===== config.mk =====
export PLATFORM = sky130hd
export DESIGN_NAME = cpu_run_ctrl_flat
export DESIGN_NICKNAME = d
export VERILOG_FILES = /design/src/rtl/cpu_run_pkg.sv /design/src/rtl/cpu_run_ctrl_if.sv /design/src/rtl/cpu_run_ctrl_dump_sequencer.sv /design/src/rtl/cpu_run_ctrl.sv /design/src/flat_wrapper.sv
export SDC_FILE = /design/constraint.sdc
export NUM_CORES = 1
export LEC_CHECK = 0
export CORE_UTILIZATION = 42
export CTS_CLUSTER_SIZE = 40
export DETAILED_ROUTE_END_ITERATION = 12
export PLACE_DENSITY = 0.89
export SLEW_MARGIN = 20
export SYNTH_ARGS = -nofsm -noshare
export SYNTH_HDL_FRONTEND = slang
export SYNTH_HIERARCHICAL = 1
export SYNTH_SLANG_ARGS = --single-unit

===== constraint.sdc =====
create_clock -name CLOCK -period 2.2 [get_ports CLOCK]
set_clock_uncertainty 0.15 [all_clocks]
set_input_delay 0.44 -clock CLOCK [delete_from_list [all_inputs] [get_ports CLOCK]]
set_output_delay 0.44 -clock CLOCK [all_outputs]
set_load 0.03 [all_outputs]

===== src/rtl/cpu_run_pkg.sv =====
// -----------------------------------------------------------------------------
// cpu_run_pkg
// Shared types and constants for the CPU run-control sequencer.
//   state_t    : run-control FSM state encoding (3-bit)
//   HALT_WORD  : instruction word that stops the program when seen in decode
//   NOP_WORD   : instruction word the pipeline uses as a bubble
//   is_halt()  : decode-stage halt-word compare
// -----------------------------------------------------------------------------
package cpu_run_pkg;

   typedef enum logic [2:0] {
      ST_IDLE     = 3'd0,
      ST_RUN      = 3'd1,
      ST_DRAIN    = 3'd2,
      ST_DUMP_RD  = 3'd3,
      ST_DUMP_OUT = 3'd4,
      ST_DONE     = 3'd5
   } state_t;

   localparam logic [31:0] HALT_WORD = 32'hFFFF_FFFF;
   localparam logic [31:0] NOP_WORD  = 32'h0000_0000;

   // True when the decode-stage instruction is the halt word
   function automatic logic is_halt(input logic [31:0] word);
      return (word == HALT_WORD);
   endfunction

endpackage


===== src/rtl/cpu_run_ctrl_if.sv =====
// -----------------------------------------------------------------------------
// cpu_run_ctrl_if
// Memory-borrow and dump-stream bundle between the run controller and its
// consumer / MainMemory.
//   DumpSel     : 1 = memory address comes from DumpAddr
//   DumpAddr    : word address being dumped
//   MemReadData : MainMemory read data
//   DumpData    : dumped word
//   DumpValid   : DumpData valid
//   DumpReady   : consumer accepts DumpData
// master = run controller, slave = memory/consumer side.
// -----------------------------------------------------------------------------
interface cpu_run_ctrl_if #(
   parameter int ADDR_W = 9
);
   logic              DumpSel;
   logic [ADDR_W-1:0] DumpAddr;
   logic [31:0]       MemReadData;
   logic [31:0]       DumpData;
   logic              DumpValid;
   logic              DumpReady;

   modport master (
      output DumpSel,
      output DumpAddr,
      output DumpData,
      output DumpValid,
      input  MemReadData,
      input  DumpReady
   );

   modport slave (
      input  DumpSel,
      input  DumpAddr,
      input  DumpData,
      input  DumpValid,
      output MemReadData,
      output DumpReady
   );
endinterface


===== src/rtl/cpu_run_ctrl_dump_sequencer.sv =====
// -----------------------------------------------------------------------------
// dump_sequencer
// Walks MainMemory addresses 0..MEM_WORDS-1 and presents each word on a
// valid/ready stream. One read cycle (DUMP_RD) followed by one or more
// output cycles (DUMP_OUT) per word.
//   i_clk, i_rst    : clock, async active-high reset
//   i_go            : one-cycle pulse, starts a dump at address 0
//   i_mem_rdata     : MainMemory read data for o_addr
//   i_ready         : consumer ready
//   o_addr          : current word index / memory address
//   o_data, o_valid : dump stream
//   o_busy          : dump in progress (memory port borrowed)
//   o_last_done     : final word accepted this cycle
// -----------------------------------------------------------------------------
module dump_sequencer
   import cpu_run_pkg::*;
#(
   parameter int MEM_WORDS = 512,
   parameter int ADDR_W    = $clog2(MEM_WORDS)
) (
   input  logic              i_clk,
   input  logic              i_rst,
   input  logic              i_go,
   input  logic [31:0]       i_mem_rdata,
   input  logic              i_ready,
   output logic [ADDR_W-1:0] o_addr,
   output logic [31:0]       o_data,
   output logic              o_valid,
   output logic              o_busy,
   output logic              o_last_done
);

   localparam logic [ADDR_W-1:0] LAST_IDX = ADDR_W'(MEM_WORDS - 1);

   state_t            r_state;
   state_t            w_next_state;
   logic [ADDR_W-1:0] r_addr;
   logic [31:0]       r_data;
   logic              r_valid;
   logic              w_accept;
   logic              w_last_done;

   // Dump state register
   always_ff @(posedge i_clk or posedge i_rst) begin
      if (i_rst) begin
         r_state <= ST_IDLE;
      end else begin
         r_state <= w_next_state;
      end
   end

   // Next-state and handshake decode
   always_comb begin
      w_next_state = r_state;
      w_accept     = 1'b0;
      w_last_done  = 1'b0;
      case (r_state)
         ST_IDLE: begin
            if (i_go) begin
               w_next_state = ST_DUMP_RD;
            end else begin
               w_next_state = ST_IDLE;
            end
         end
         ST_DUMP_RD: begin
            w_next_state = ST_DUMP_OUT;
         end
         ST_DUMP_OUT: begin
            if (r_valid && i_ready) begin
               w_accept = 1'b1;
               if (r_addr == LAST_IDX) begin
                  w_last_done  = 1'b1;
                  w_next_state = ST_IDLE;
               end else begin
                  w_next_state = ST_DUMP_RD;
               end
            end else begin
               w_next_state = ST_DUMP_OUT;
            end
         end
         default: begin
            w_next_state = ST_IDLE;
         end
      endcase
   end

   // Index, captured word and valid flag; data/address hold while stalled
   always_ff @(posedge i_clk or posedge i_rst) begin
      if (i_rst) begin
         r_addr  <= {ADDR_W{1'b0}};
         r_data  <= 32'h0000_0000;
         r_valid <= 1'b0;
      end else begin
         if (r_state == ST_IDLE && i_go) begin
            r_addr <= {ADDR_W{1'b0}};
         end else if (r_state == ST_DUMP_RD) begin
            r_data  <= i_mem_rdata;
            r_valid <= 1'b1;
         end else if (w_accept) begin
            r_valid <= 1'b0;
            // Index stays on the last word so DumpAddr is meaningful in DONE
            if (!w_last_done) begin
               r_addr <= r_addr + ADDR_W'(1);
            end
         end
      end
   end

   assign o_addr      = r_addr;
   assign o_data      = r_data;
   assign o_valid     = r_valid;
   assign o_busy      = (r_state == ST_DUMP_RD) || (r_state == ST_DUMP_OUT);
   assign o_last_done = w_last_done;

endmodule


===== src/rtl/cpu_run_ctrl.sv =====
// -----------------------------------------------------------------------------
// cpu_run_ctrl
// Run-control sequencer for the 5-stage CPU: runs the pipeline after START,
// stops fetch on the halt word in decode, drains in-flight instructions, then
// dumps MainMemory over a valid/ready stream.
//   CLOCK, RESET : clock, async active-high reset
//   START        : one-cycle start pulse (IDLE only)
//   Inst_D       : instruction in the IF/ID register
//   PipeEn       : PC and pipeline register enable
//   PcHold       : freeze PC_REG
//   FetchKill    : flush IF/ID to NOP on the next edge
//   dump_if      : memory-borrow and dump stream (master side)
//   CycleCount   : RUN+DRAIN cycles, saturating
//   Timeout      : watchdog fired (sticky until RESET/START)
//   Done         : dump complete
// -----------------------------------------------------------------------------
module cpu_run_ctrl
   import cpu_run_pkg::*;
#(
   parameter int          MEM_WORDS    = 512,
   parameter int          ADDR_W       = $clog2(MEM_WORDS),
   parameter int          DRAIN_CYCLES = 3,
   parameter logic [31:0] MAX_CYCLES   = 32'd1_000_000,
   parameter int          CNT_W        = 32
) (
   input  logic             CLOCK,
   input  logic             RESET,
   input  logic             START,
   input  logic [31:0]      Inst_D,
   output logic             PipeEn,
   output logic             PcHold,
   output logic             FetchKill,
   cpu_run_ctrl_if.master   dump_if,
   output logic [CNT_W-1:0] CycleCount,
   output logic             Timeout,
   output logic             Done
);

   // A zero drain length would never reach the exit count, so it runs one cycle
   localparam int               DRAIN_LOAD = (DRAIN_CYCLES < 1) ? 1 : DRAIN_CYCLES;
   localparam int               DRAIN_W    = $clog2(DRAIN_LOAD + 1);
   localparam logic [CNT_W-1:0] WD_LIMIT   = CNT_W'(MAX_CYCLES - 32'd1);
   localparam logic [CNT_W-1:0] CNT_SAT    = {CNT_W{1'b1}};

   state_t             r_state;
   state_t             w_next_state;
   logic [DRAIN_W-1:0] r_drain_cnt;
   logic [CNT_W-1:0]   r_cycle_count;
   logic               r_timeout;
   logic               r_done;

   logic               w_halt;
   logic               w_wd_hit;
   logic               w_pipe_en;
   logic               w_pc_hold;
   logic               w_fetch_kill;
   logic               w_dump_sel;
   logic               w_dump_go;
   logic               w_start_run;
   logic               w_enter_drain;
   logic               w_last_done;
   logic               w_dump_busy;
   logic [ADDR_W-1:0]  w_dump_addr;
   logic [31:0]        w_dump_data;
   logic               w_dump_valid;

   assign w_halt   = is_halt(Inst_D);
   assign w_wd_hit = (r_cycle_count >= WD_LIMIT);

   // Run-control state register
   always_ff @(posedge CLOCK or posedge RESET) begin
      if (RESET) begin
         r_state <= ST_IDLE;
      end else begin
         r_state <= w_next_state;
      end
   end

   // Next-state and state-decoded pipeline controls
   always_comb begin
      w_next_state = r_state;
      w_pipe_en    = 1'b0;
      w_pc_hold    = 1'b1;
      w_fetch_kill = 1'b0;
      w_dump_sel   = 1'b0;
      w_dump_go    = 1'b0;
      case (r_state)
         ST_IDLE: begin
            if (START) begin
               w_next_state = ST_RUN;
            end else begin
               w_next_state = ST_IDLE;
            end
         end
         ST_RUN: begin
            w_pipe_en = 1'b1;
            w_pc_hold = 1'b0;
            // Halt wins over the watchdog: both drain, only halt kills IF/ID now
            if (w_halt) begin
               w_fetch_kill = 1'b1;
               w_next_state = ST_DRAIN;
            end else if (w_wd_hit) begin
               w_next_state = ST_DRAIN;
            end else begin
               w_next_state = ST_RUN;
            end
         end
         ST_DRAIN: begin
            w_pipe_en    = 1'b1;
            w_fetch_kill = 1'b1;
            if (r_drain_cnt <= DRAIN_W'(1)) begin
               w_dump_go    = 1'b1;
               w_next_state = ST_DUMP_RD;
            end else begin
               w_next_state = ST_DRAIN;
            end
         end
         // ST_DUMP_RD here covers the whole dump; the sequencer tracks RD/OUT
         ST_DUMP_RD: begin
            w_dump_sel = 1'b1;
            if (w_last_done) begin
               w_next_state = ST_DONE;
            end else begin
               w_next_state = ST_DUMP_RD;
            end
         end
         ST_DONE: begin
            w_next_state = ST_DONE;
         end
         default: begin
            w_next_state = ST_IDLE;
         end
      endcase
   end

   assign w_start_run   = (r_state == ST_IDLE) && START;
   assign w_enter_drain = (r_state == ST_RUN) && (w_next_state == ST_DRAIN);

   // Drain countdown loaded on RUN exit
   always_ff @(posedge CLOCK or posedge RESET) begin
      if (RESET) begin
         r_drain_cnt <= {DRAIN_W{1'b0}};
      end else begin
         if (w_enter_drain) begin
            r_drain_cnt <= DRAIN_W'(DRAIN_LOAD);
         end else if (r_state == ST_DRAIN) begin
            r_drain_cnt <= r_drain_cnt - DRAIN_W'(1);
         end
      end
   end

   // Saturating RUN+DRAIN cycle counter and sticky watchdog flag
   always_ff @(posedge CLOCK or posedge RESET) begin
      if (RESET) begin
         r_cycle_count <= {CNT_W{1'b0}};
         r_timeout     <= 1'b0;
      end else begin
         if (w_start_run) begin
            r_cycle_count <= {CNT_W{1'b0}};
            r_timeout     <= 1'b0;
         end else begin
            if ((r_state == ST_RUN || r_state == ST_DRAIN) && r_cycle_count != CNT_SAT) begin
               r_cycle_count <= r_cycle_count + CNT_W'(1);
            end
            if (r_state == ST_RUN && w_wd_hit) begin
               r_timeout <= 1'b1;
            end
         end
      end
   end

   // Done flag, set as the final word is accepted
   always_ff @(posedge CLOCK or posedge RESET) begin
      if (RESET) begin
         r_done <= 1'b0;
      end else begin
         if (r_state == ST_DUMP_RD && w_last_done) begin
            r_done <= 1'b1;
         end
      end
   end

   dump_sequencer #(
      .MEM_WORDS (MEM_WORDS),
      .ADDR_W    (ADDR_W)
   ) u_dump (
      .i_clk       (CLOCK),
      .i_rst       (RESET),
      .i_go        (w_dump_go),
      .i_mem_rdata (dump_if.MemReadData),
      .i_ready     (dump_if.DumpReady),
      .o_addr      (w_dump_addr),
      .o_data      (w_dump_data),
      .o_valid     (w_dump_valid),
      .o_busy      (w_dump_busy),
      .o_last_done (w_last_done)
   );

   assign PipeEn    = w_pipe_en;
   assign PcHold    = w_pc_hold;
   assign FetchKill = w_fetch_kill;

   // Address mux select follows the top FSM; the sequencer is busy for the same span
   assign dump_if.DumpSel   = w_dump_sel && w_dump_busy;
   assign dump_if.DumpAddr  = w_dump_addr;
   assign dump_if.DumpData  = w_dump_data;
   assign dump_if.DumpValid = w_dump_valid;

   assign CycleCount = r_cycle_count;
   assign Timeout    = r_timeout;
   assign Done       = r_done;

endmodule


===== src/flat_wrapper.sv =====
// flat-port wrapper written by rule: the top's interface ports become plain ports
module cpu_run_ctrl_flat import cpu_run_pkg::*;
#(
   parameter int          MEM_WORDS    = 512,
   parameter int          ADDR_W       = $clog2(MEM_WORDS),
   parameter int          DRAIN_CYCLES = 3,
   parameter logic [31:0] MAX_CYCLES   = 32'd1_000_000,
   parameter int          CNT_W        = 32
)
  (CLOCK, RESET, START, Inst_D, PipeEn, PcHold, FetchKill, CycleCount, Timeout, Done, dump_if_DumpSel, dump_if_DumpAddr, dump_if_DumpData, dump_if_DumpValid, dump_if_MemReadData, dump_if_DumpReady);
  cpu_run_ctrl_if #(.ADDR_W(ADDR_W)) dump_if_i ();
  input  logic CLOCK;
  input  logic RESET;
  input  logic START;
  input  logic [31:0] Inst_D;
  output logic PipeEn;
  output logic PcHold;
  output logic FetchKill;
  output logic [CNT_W-1:0] CycleCount;
  output logic Timeout;
  output logic Done;
  output wire logic [$bits(dump_if_i.DumpSel)-1:0] dump_if_DumpSel;
  output wire logic [$bits(dump_if_i.DumpAddr)-1:0] dump_if_DumpAddr;
  output wire logic [$bits(dump_if_i.DumpData)-1:0] dump_if_DumpData;
  output wire logic [$bits(dump_if_i.DumpValid)-1:0] dump_if_DumpValid;
  input wire logic [$bits(dump_if_i.MemReadData)-1:0] dump_if_MemReadData;
  input wire logic [$bits(dump_if_i.DumpReady)-1:0] dump_if_DumpReady;
  assign dump_if_DumpSel = dump_if_i.DumpSel;
  assign dump_if_DumpAddr = dump_if_i.DumpAddr;
  assign dump_if_DumpData = dump_if_i.DumpData;
  assign dump_if_DumpValid = dump_if_i.DumpValid;
  assign dump_if_i.MemReadData = dump_if_MemReadData;
  assign dump_if_i.DumpReady = dump_if_DumpReady;
  cpu_run_ctrl #(.MEM_WORDS(MEM_WORDS), .ADDR_W(ADDR_W), .DRAIN_CYCLES(DRAIN_CYCLES), .MAX_CYCLES(MAX_CYCLES), .CNT_W(CNT_W)) u_core (.CLOCK(CLOCK), .RESET(RESET), .START(START), .Inst_D(Inst_D), .PipeEn(PipeEn), .PcHold(PcHold), .FetchKill(FetchKill), .dump_if(dump_if_i), .CycleCount(CycleCount), .Timeout(Timeout), .Done(Done));
endmodule

Yosys cells after proc, flatten, opt, wreduce, memory -nomap -nowiden

Index checks and enable logic that the tools add are counted.

Input port bits: 68
Register bits: 84
Output and inout port bits: 80

Bitwise gates (word level): 1
Add/sub/neg operators: 3
Magnitude comparators: 2
Eq/ne operators: 12
Reductions and logical operators: 21
Muxes and demuxes: 34

Operators by type and width:

| kind                                                                    | count |
|---|---|
| 32-bit two-way mux                                                      | 2 |
| 9-bit two-way mux                                                       | 4 |
| 32-bit by 1-bit adder with 32-bit output, second input constant         | 1 |
| 32-bit == test, second input constant                                   | 1 |
| 32-bit by 20-bit >= comparator with 1-bit output, second input constant | 1 |
| 32-bit inequality test, second input constant                           | 1 |
| 1-bit two-way mux                                                       | 17 |
| 3-bit one-hot mux with 5 select lines                                   | 1 |
| 3-bit by 2-bit == test with 1-bit output, second input constant         | 4 |
| 2-bit two-way mux                                                       | 5 |
| 2-bit nonzero test                                                      | 5 |
| 9-bit by 1-bit adder with 9-bit output, second input constant           | 1 |
| 9-bit == test, second input constant                                    | 1 |
| 3-bit two-way mux                                                       | 3 |
| 3-bit one-hot mux with 3 select lines                                   | 1 |
| 1-bit logical AND                                                       | 8 |
| 3-bit == test, second input constant                                    | 2 |
| 3-bit zero test                                                         | 2 |
| 2-bit inequality test, second input constant                            | 2 |
| 2-bit AND reduction                                                     | 2 |
| 3-bit by 1-bit == test with 1-bit output, second input constant         | 1 |
| 3-bit AND reduction                                                     | 1 |
| 2-bit by 1-bit <= comparator with 1-bit output, second input constant   | 1 |
| 1-bit logical OR                                                        | 2 |
| other kinds (4)                                                         | 4 |

Depth between registers and ports, before layout

Gate-level depths: netlist of run 1.

Depth in word-level cells: 9
Depth in mapped cells: 9

Hierarchy

The synthesis of run 1 kept the hierarchy.

Modules (own cells, without submodules):

| module         | cells an instance | area an instance (um2) | times used | seq. area each (um2) |
|---|---|---|---|---|
| cpu_run_ctrl   | 267               | 2462.4                 | 1          | 975.9 |
| dump_sequencer | 139               | 1885.6                 | 1          | 1101.1 |

Least setup slack after synthesis of run 1

OpenSTA, ideal clock, no wires.

Path type: reg2reg
Start: register u_core.r_cycle_count[0] (netlist: u_core/CycleCount[0])
End: register u_core.r_cycle_count[25] (netlist: u_core/CycleCount[25])
Period minus slack after synthesis: 2.341 ns
Setup time: 0.074 ns
Setup slack: -0.141 ns
Required time: 1.976 ns
Buffers on the path: 2
Cell stages (with the launch flop): 9
Data arrival time: 2.117 ns
Path through: dfrtp_1 > ha_1 > nand4_2 > or3_4 > o31ai_4 > buf_6 > buf_8 > o21ai_1 > a21oi_2

Word-level cells in the longest chain between the ends: 3
Elaborated cells between the ends (all ways): 6

RTL lines:

| element                                                                            | RTL line                                 | text |
|---|---|---|
| from (decl)                                                                        | cpu_run_ctrl.sv:48                       | `logic [CNT_W-1:0] r_cycle_count;` |
| from (signal assigned)                                                             | cpu_run_ctrl.sv:155                      | `r_cycle_count <= {CNT_W{1'b0}};` |
| from (signal assigned)                                                             | cpu_run_ctrl.sv:159                      | `r_cycle_count <= {CNT_W{1'b0}};` |
| from (signal assigned)                                                             | cpu_run_ctrl.sv:163                      | `r_cycle_count <= r_cycle_count + CNT_W'(1);` |
| 32-bit by 1-bit adder with 32-bit output or 32-bit inequality test (tied branches) | cpu_run_ctrl.sv:163, cpu_run_ctrl.sv:162 |  |
| 32-bit two-way mux or 1-bit logical AND (tied branches)                            | cpu_run_ctrl.sv:162                      | `if ((r_state == ST_RUN \|\| r_state == ST_DRAIN) && r_cycle_count != CNT_SAT) begin` |
| 32-bit two-way mux or 2-bit nonzero test (tied branches)                           | n/a                                      |  |

Parallel ways exist; a longest one is shown, timed or not. The select of a mux whose other input is x is not followed.
A chain may end at the register's enable or synchronous reset.

Final worst setup path of run 1

Start: input port Inst_D[10]
End: output port FetchKill

Word-level cells in the longest chain between the ends: 3

RTL lines:

| element                               | RTL line           | text |
|---|---|---|
| from (decl)                           | flat_wrapper.sv:15 | `input logic [31:0] Inst_D;` |
| 32-bit == test                        | cpu_run_pkg.sv:25  | `return (word == HALT_WORD);` |
| 1-bit two-way mux                     | cpu_run_ctrl.sv:99 | `if (w_halt) begin` |
| 1-bit one-hot mux with 2 select lines | cpu_run_ctrl.sv:87 | `case (r_state)` |
| to (decl)                             | flat_wrapper.sv:18 | `output logic FetchKill;` |

Every way passes these cells.

==> flow_summary.ini, run 1 <==
[timing]
finalCriticalPeriod_ns = 2.28
final_max_slew_viol_count = 0
worst_slack_ns = -0.0835
holdWs_ns = 0.338
worst_pin_slew_ns = 0.538
finalHoldViolCount = 0
setup_viol = 8
slew_headroom = 0.638
period_share = 1.04
fmax_ghz = 0.438
fin_setup_tns_ns = -0.255
rsz0062_at_grt = yes

[synthesis]
yosys_warnings = 6
synth_area_per_cell_um2 = 10.7
synth.cell_area_um2 = 4350
syn_inst = 406
synth_edf_count = 0
yosys-top-cells-area = dfrtp_1, mux2_2, a21oi_1
synthTopCellsByCount = dfrtp_1, a21oi_1, mux2_2, nand2_1, o21ai_0
yosysMostFrequentCell = dfrtp_1
yosysSeqAreaShare = 0.478
ys_seq_elements = 83
yosysTopAreaCell = dfrtp_1
synth_top_area_frac = 0.478
yosysUniqueCellTypes = 72
synth_ff_type = dfrtp_1
syn_nets = 482
async_flop_share = 1.00

[clock_network]
cts_tree = done
clk_pin_slew_worst_paths_ns = 0.09
cts_sinks = 83
clock_latency_ns = 0.36
cts_inserted_buffers = 9
hold_buffers = 0
cts.htree.levels = 3
cts_buffer_depth = 2
cts-root-buf = clkbuf_8

[run]
cap_violations = 0

[global_route]
antenna_found_initial = 0
grt_pass1_wl_um = 21100
grt_usage = 0.243
grt_max_degree = 45
grt_pass1_vias = 4315
grt_overflow = 0

[placed_design]
io_buffers = 147
gp_congestion = 0.892
hpwl_um = 9350
placed_cell_area_um2 = 6330
placed_cells = 721

[status]
violations = setup timing
status = complete, but fails checks

[critical_path]
endpoint_kind = output port
cp.arrival_ns = 1.69
critical_path_class = in2out
start_kind = primary input
reg2reg_depth = 7
r2r_slack_ns = -0.04
critical_path_required_ns = 1.61
worstPathMaxFanout = 2
r2r-end = u_core/r_state[1]$_DFF_PP0_
r2r_start = u_core/CycleCount[1]$_DFFE_PP0P_

[drt]
wl_per_cell_um = 19.3
route.detailed.drc = 0
drt_iter0_markers = 337
ant_nets = 0
vias = 4426
dr.pass1.iters = 5
avgViaCountPerCell = 5.85
wirelength_um = 14600

[die]
num_rows = 36
initial_core_util = 0.439
die_h_um = 104
io_pins = 148
die_area_um2 = 10800
die_w_um = 104
core_um2 = 9910

[layout]
finalNetCount = 694
instances_no_fill = 756
n_fill_cell = 674
antenna_cells = 0
final-seq-area_um2 = 2090
area_growth_pct = 59.1
fin_area_um2 = 6920
fin_util = 0.698
multi_input_area_um2 = 2280
drive_gt1_frac = 0.284

[power]
powerDensity_nw_per_um2 = 1280
leakagePower_nw = 3.25
peakVddDrop_mv = 0.814

[hold_path]
hold_class = in2async
through the flow:
stage	setup WS (ns)	power, mW
3_5_place_dp	-0.302	7.26
2_1_floorplan	0.0373	5.20
5_1_grt	-0.147	9.25
6_report	-0.0835	8.83
4_1_cts	-0.178	8.57
3_3_place_gp	-0.214	7.08
repair_timing:
action | in CTS | in global routing
pin swaps | 7 | 21
endpoints found under the hold margin | 0 | 0
setup buffers | 3 | 14
cloned | 0 | 2
setup endpoints to repair | 13 | 60
resized for setup | 21 | 63
layout make-up:
class | instances | area share
Multi-Input combinational cell | 293 | 0.329
Timing Repair Buffer | 217 | 0.304
Sequential cell | 83 | 0.302
Tap cell | 133 | 0.0241
Clock buffer | 9 | 0.0179
Clock inverter | 7 | 0.0154
Inverter | 14 | 0.00760
placed cells by master (no fill, tap or decap), drive strengths merged, types with 3 or more instances in the layout:
cell type and instances:
a21oi 34, and2 5, and3 3, and4 5
buf 72, clkbuf 9, clkdlybuf4s50 94, dfrtp 83
dlygate4sd2 15, dlymetal6s2s 35, ha 8, inv 18
mux2 32, nand2 26, nand3 18, nand4 17
nand4b 5, nor2 19, nor3 4, nor4 9
o211ai 4, o21ai 24, o31ai 14, or2 3
or3 14, or4 13, xnor2 3, xor2 4
registers in the layout, indices dropped and copies added (netlist names):
signal	count
u_core/Timeout	1
u_core/u_dump/o_data	32
u_core/r_state	3
u_core/CycleCount	32
u_core/r_drain_cnt	2
u_core/u_dump/r_state	2
u_core/u_dump/o_valid	1
u_core/u_dump/o_addr	9
u_core/Done	1
how the worst max path moves through the flow:
stage / start / to
global placement: Inst_D[23] / FetchKill
finish: Inst_D[10] / FetchKill
floorplan: u_core/u_dump/o_addr[0]$_DFFE_PP0P_ / u_core/u_dump/o_addr[6]$_DFFE_PP0P_
global route: Inst_D[25] / FetchKill
detailed placement: Inst_D[6] / FetchKill
CTS: Inst_D[20] / FetchKill
worst max-delay path: stages:
cell	delay [ns]
dlygate4sd2_1	0.22
nand4_1	0.12
nor4_2	0.37
nand4b_1	0.18
a21oi_1	0.18
buf_4	0.18
cell families (layout without fill, tap and decap cells):
family / after synthesis / count (layout) / synth area share
mux: 33 / 33 / 0.0852
fa+ha+maj: 8 / 8 / 0.0230
buf+inv: 31 / 247 / 0.0360
simple gates: 146 / 147 / 0.214
xor+xnor: 7 / 7 / 0.0141
flops: 83 / 83 / 0.478
compound gates: 98 / 98 / 0.150
power breakdown:
part / switching [mW] / internal (mW)
clock network: 0.623 / 0.661
registers: 0.510 / 2.10
logic: 2.72 / 2.21
total: 3.85 / 4.97
per-layer routing:
layer,GRT usage,share of wire,vias up
li1,-,-,1968
met1,0.300,0.40,2157
met2,0.417,0.51,248
met3,0.0522,0.065,53
met4,0.0878,0.032,0
met5,0,0,-
Power figures use the tool's default switching activity.
==> inputs of run 2 (changes only) <==
--- a/config.mk
+++ b/config.mk
@@ -5,12 +5,11 @@
 export SDC_FILE = /design/constraint.sdc
 export NUM_CORES = 1
 export LEC_CHECK = 0
-export CORE_UTILIZATION = 42
+export CORE_UTILIZATION = 41
 export CTS_CLUSTER_SIZE = 40
 export DETAILED_ROUTE_END_ITERATION = 12
-export PLACE_DENSITY = 0.89
+export PLACE_DENSITY = 0.88
 export SLEW_MARGIN = 20
 export SYNTH_ARGS = -nofsm -noshare
 export SYNTH_HDL_FRONTEND = slang
-export SYNTH_HIERARCHICAL = 1
 export SYNTH_SLANG_ARGS = --single-unit
==> flow_summary.ini, run 2 <==
[status]
status = completed

[synthesis]
synth.cell_area_um2 = 4110
synth_top_area_frac = 0.506
syn_inst = 381
synth_ff_type = dfrtp_1
yosysUniqueCellTypes = 52
yosysTopAreaCell = dfrtp_1
ys_seq_elements = 83
syn_nets = 457
yosys-top-cells-area = dfrtp_1, mux2_2, nand2_1
yosys_warnings = 0
yosysMostFrequentCell = dfrtp_1
synth_edf_count = 0
yosysSeqAreaShare = 0.506
synthTopCellsByCount = dfrtp_1, nand2_1, mux2_2, nand4_1, nor2_1
async_flop_share = 1.00
synth_area_per_cell_um2 = 10.8

[drt]
route.detailed.drc = 0
wl_per_cell_um = 15.9
drt_iter0_markers = 169
avgViaCountPerCell = 5.45
wirelength_um = 11400
dr.pass1.iters = 4
vias = 3894
ant_nets = 0

[die]
num_rows = 36
initial_core_util = 0.422
die_area_um2 = 10400
io_pins = 148
die_h_um = 102
core_um2 = 9730
die_w_um = 102

[power]
powerDensity_nw_per_um2 = 835
leakagePower_nw = 2.76
peakVddDrop_mv = 0.742

[timing]
finalHoldViolCount = 0
final_max_slew_viol_count = 0
worst_slack_ns = 0.0229
rsz0062_at_grt = yes
worst_pin_slew_ns = 0.634
fin_setup_tns_ns = 0
slew_headroom = 0.577
setup_viol = 0
fmax_ghz = 0.459
period_share = 0.990
finalCriticalPeriod_ns = 2.18

[clock_network]
clk_pin_slew_worst_paths_ns = 0.09
clock_latency_ns = 0.37
hold_buffers = 0
cts_sinks = 83
cts-root-buf = clkbuf_8
cts.htree.levels = 3
cts_inserted_buffers = 9
cts_tree = done
cts_buffer_depth = 2

[layout]
antenna_cells = 0
mostFrequentLayoutCell = clkdlybuf4s50_1
multi_input_area_um2 = 2080
most-common-layout-cells = clkdlybuf4s50_1, dfrtp_1, buf_4
final-seq-area_um2 = 2090
fin_util = 0.659
area_growth_pct = 56.0
finalNetCount = 652
n_fill_cell = 767
drive_gt1_frac = 0.250

[placed_design]
gp_congestion = 0.857
pre_cts_ws_ns = -0.256
hpwl_um = 8360
io_buffers = 147

[critical_path]
r2r-end = u_core.u_dump.o_addr[6]$_DFFE_PP0P_
cp.arrival_ns = 2.28
critical_path_required_ns = 2.30
critPathLaunch = u_core.u_dump.o_addr[0]$_DFFE_PP0P_
r2r_start = u_core.u_dump.o_addr[0]$_DFFE_PP0P_
worstPathMaxFanout = 8
start_kind = flop
r2r_slack_ns = 0.02
endpoint_kind = flop
critical_path_class = reg2reg
reg2reg_depth = 10

[global_route]
grt_pass1_wl_um = 17600
grt_max_degree = 42
grt_usage = 0.219
grt_overflow = 0
grt_pass1_vias = 3787
antenna_found_initial = 0

[run]
cap_violations = 0

[hold_path]
hold_class = in2async
## run 2: cells by family (layout without fill, tap and decap cells)
logic type | Yosys count | in the layout | synth area share
AO/OA/AOI/OAI | 62 | 62 | 0.104
buffers and inverters | 22 | 222 | 0.0250
flip-flops | 83 | 83 | 0.506
AND/OR/NAND/NOR | 155 | 155 | 0.209
XOR/XNOR | 14 | 14 | 0.0317
multiplexers | 37 | 37 | 0.0999
adder cells (fa/ha/maj) | 8 | 8 | 0.0244
## run 2: worst max-delay path by stage
stage               slack [ns]                                  end
floorplan                -0.04    u_core.CycleCount[21]$_DFFE_PP0P_
global placement         -0.27                            FetchKill
detailed placement       -0.26                            FetchKill
CTS                     -0.007                      dump_if_DumpSel
global route             -0.09  u_core.u_dump.o_addr[6]$_DFFE_PP0P_
finish                    0.02  u_core.u_dump.o_addr[6]$_DFFE_PP0P_
## run 2: worst max-delay path: stages (launching register included)
cell and delay [ns]:
dfrtp_2 0.43, ha_4 0.17, nand2_2 0.08, nor3_2 0.05
ha_2 0.18, and4b_1 0.29, a31oi_4 0.05, buf_12 0.16
nor4_2 0.29, xnor2_1 0.15, nor2_1 0.05
## run 2: power by group
| part | total (mW) | switching [mW] | leakage (nW) | internal [mW] |
|---|---|---|---|---|
| logic | 2.08 | 1.10 | 1.61 | 0.985 |
| registers | 2.04 | 0.186 | 1.05 | 1.86 |
| clock network | 1.23 | 0.586 | 0.103 | 0.642 |
## run 2: per-stage QoR
stage | std cells | cell area, um2 | total power, mW | hold WS (ns)
3_5_place_dp | 693 | 6050 | 4.15 | 0.319
2_1_floorplan | 381 | 4130 | 3.16 | 0.326
3_3_place_gp | 693 | 6050 | 4.07 | 0.320
5_1_grt | 714 | 6410 | 5.60 | 0.303
4_1_cts | 709 | 6250 | 5.37 | 0.281
6_report | 714 | 6410 | 5.35 | 0.281
## run 2: timing repair
item | in CTS | in global routing
resized for setup | 48 | 51
pin swaps | 12 | 20
setup endpoints to repair | 12 | 31
setup buffers | 0 | 6
cloned | 0 | 0
## run 2: cell type report
class                           count  area share
Clock inverter                      6      0.0139
Clock buffer                       10      0.0199
Multi-Input combinational cell    276       0.324
Sequential cell                    83       0.326
Inverter                            8     0.00527
Tap cell                          133      0.0260
Timing Repair Buffer              198       0.285
## run 2: metal layers
layer / up-vias / track usage / part of all wire
met5: - / 0 / 0
li1: 1808 / - / -
met4: 0 / 0.109 / 0.025
met3: 20 / 0.0301 / 0.050
met2: 144 / 0.375 / 0.51
met1: 1922 / 0.271 / 0.42
==> inputs of run 3 (changes only) <==
--- a/config.mk
+++ b/config.mk
@@ -5,10 +5,10 @@
 export SDC_FILE = /design/constraint.sdc
 export NUM_CORES = 1
 export LEC_CHECK = 0
-export CORE_UTILIZATION = 41
+export CORE_UTILIZATION = 49
 export CTS_CLUSTER_SIZE = 40
 export DETAILED_ROUTE_END_ITERATION = 12
-export PLACE_DENSITY = 0.88
+export PLACE_DENSITY_LB_ADDON = 0.15
 export SLEW_MARGIN = 20
 export SYNTH_ARGS = -nofsm -noshare
 export SYNTH_HDL_FRONTEND = slang
==> constraint.sdc (replaced) <==
create_clock -name CLOCK -period 2.7 [get_ports CLOCK]
set_clock_uncertainty 0.15 [all_clocks]
set_input_delay 0.54 -clock CLOCK [delete_from_list [all_inputs] [get_ports CLOCK]]
set_output_delay 0.54 -clock CLOCK [all_outputs]
set_load 0.03 [all_outputs]
==> flow_summary.ini, run 3 (same netlist as run 2, synthesis figures left out) <==
[status]
status = complete, but fails checks
violations = setup timing

[power]
leakagePower_nw = 2.58
powerDensity_nw_per_um2 = 687
peakVddDrop_mv = 0.506

[layout]
drive_gt1_frac = 0.133
most-common-layout-cells = clkdlybuf4s50_1, dfrtp_1, nand2_1
fin_area_um2 = 5960
instances_no_fill = 645
area_growth_pct = 45.0
n_fill_cell = 603
multi_input_area_um2 = 1940
antenna_cells = 0
finalNetCount = 611
final-seq-area_um2 = 2080
mostFrequentLayoutCell = clkdlybuf4s50_1

[die]
die_h_um = 93.6
initial_core_util = 0.502
die_w_um = 93.6
core_um2 = 8180
io_pins = 148
num_rows = 33
die_area_um2 = 8750

[placed_design]
io_buffers = 147
hpwl_um = 7440
gp_congestion = 0.802
placed_cell_area_um2 = 5730
placed_cells = 629

[timing]
finalHoldViolCount = 0
slew_headroom = 0.525
finalCriticalPeriod_ns = 2.71
worst_pin_slew_ns = 0.705
period_share = 1.01
fmax_ghz = 0.368
final_max_slew_viol_count = 0
setup_viol = 1
rsz0062_at_grt = yes
worst_slack_ns = -0.0140

[clock_network]
cts_sinks = 83
cts_inserted_buffers = 9
clk_pin_slew_worst_paths_ns = 0.08
cts_buffer_depth = 2
clock_latency_ns = 0.35
cts_tree = done
cts-root-buf = clkbuf_8
hold_buffers = 0
cts.htree.levels = 3
cts_setup_buffers = 0

[drt]
avgViaCountPerCell = 5.50
wl_per_cell_um = 16.0
wirelength_um = 10300
vias = 3550
drt_iter0_markers = 201
dr.pass1.iters = 4
route.detailed.drc = 0
ant_nets = 0

[critical_path]
r2r_slack_ns = 0.26
r2r_start = u_core.CycleCount[0]$_DFFE_PP0P_
start_kind = primary input
cp.arrival_ns = 2.02
critPathCapture = FetchKill
endpoint_kind = output port
critPathLaunch = Inst_D[20]
worstPathMaxFanout = 2
r2r-end = u_core.CycleCount[31]$_DFFE_PP0P_
critical_path_class = in2out
critical_path_required_ns = 2.01
reg2reg_depth = 7

[hold_path]
hold_class = reg2reg

[global_route]
antenna_found_initial = 0
grt_pass1_vias = 3458
grt_overflow = 0
grt_pass1_wl_um = 16300
grt_usage = 0.238
grt_max_degree = 55

[run]
cap_violations = 0
-- run 3: changes by cell type in the layout (fill, tap and decap cells not counted), moves of 3 or more --
cell,delta
buf_4,-39
clkbuf_2,-6
clkdlybuf4s15_1,-7
clkdlybuf4s50_1,+22
dfrtp_1,+6
dfrtp_2,-6
dlygate4sd2_1,-19
dlymetal6s2s_1,+13
ha_1,+3
nor4_1,+3
-- run 3: final cells by class --
class,instances,share of cell area
Clock buffer,10,0.0214
Clock inverter,6,0.00777
Inverter,8,0.00567
Multi-Input combinational cell,276,0.326
Sequential cell,83,0.349
Tap cell,105,0.0221
Timing Repair Buffer,157,0.268
-- run 3: per-stage QoR --
step	hold WS (ns)	utilization	power (mW)	setup TNS, ns	setup WS, ns
2_1_floorplan	0.326	-	2.57	0	0.310
3_3_place_gp	0.314	0.700	3.27	0	0.0397
3_5_place_dp	0.308	0.700	3.32	0	0.00723
4_1_cts	0.338	0.722	4.15	0	0.00714
5_1_grt	0.352	0.729	4.29	-0.128	-0.128
6_report	0.335	0.729	4.09	-0.0140	-0.0140
-- run 3: how the worst min path moves through the flow --
stage	from	endpoint	depth (start not counted)
detailed placement	u_core.Done$_DFFE_PP0P_	u_core.Done$_DFFE_PP0P_	1
CTS	u_core.Done$_DFFE_PP0P_	u_core.Done$_DFFE_PP0P_	1
floorplan	u_core.u_dump.r_state[2]$_DFF_PP0_	u_core.u_dump.r_state[2]$_DFF_PP0_	1
global route	u_core.Done$_DFFE_PP0P_	u_core.Done$_DFFE_PP0P_	1
global placement	u_core.Timeout$_DFFE_PP0P_	u_core.Timeout$_DFFE_PP0P_	2
finish	u_core.Done$_DFFE_PP0P_	u_core.Done$_DFFE_PP0P_	1
-- run 3: worst max-delay path, cell delays in order --
cell,delay (ns)
clkdlybuf4s50_1,0.46
nand4_1,0.13
nor4_2,0.34
nand2_1,0.11
o21ai_1,0.14
nor2b_1,0.14
buf_4,0.17
-- run 3: where the power goes --
part	internal (mW)	switching, mW
Clock	0.343	0.472
Combinational	0.767	0.839
Sequential	1.51	0.161
-- run 3: what timing repair did --
item / CTS / global route
setup endpoints to repair: 1 / 3
pin swaps: 0 / 8
resized for setup: 1 / 22
-- run 3: metal layers --
metal | up-vias | part of all wire | GRT usage
li1 | 1720 | - | -
met1 | 1725 | 0.42 | 0.299
met2 | 94 | 0.52 | 0.402
met3 | 11 | 0.039 | 0.0447
met4 | 0 | 0.014 | 0.0949
met5 | - | 0 | 0
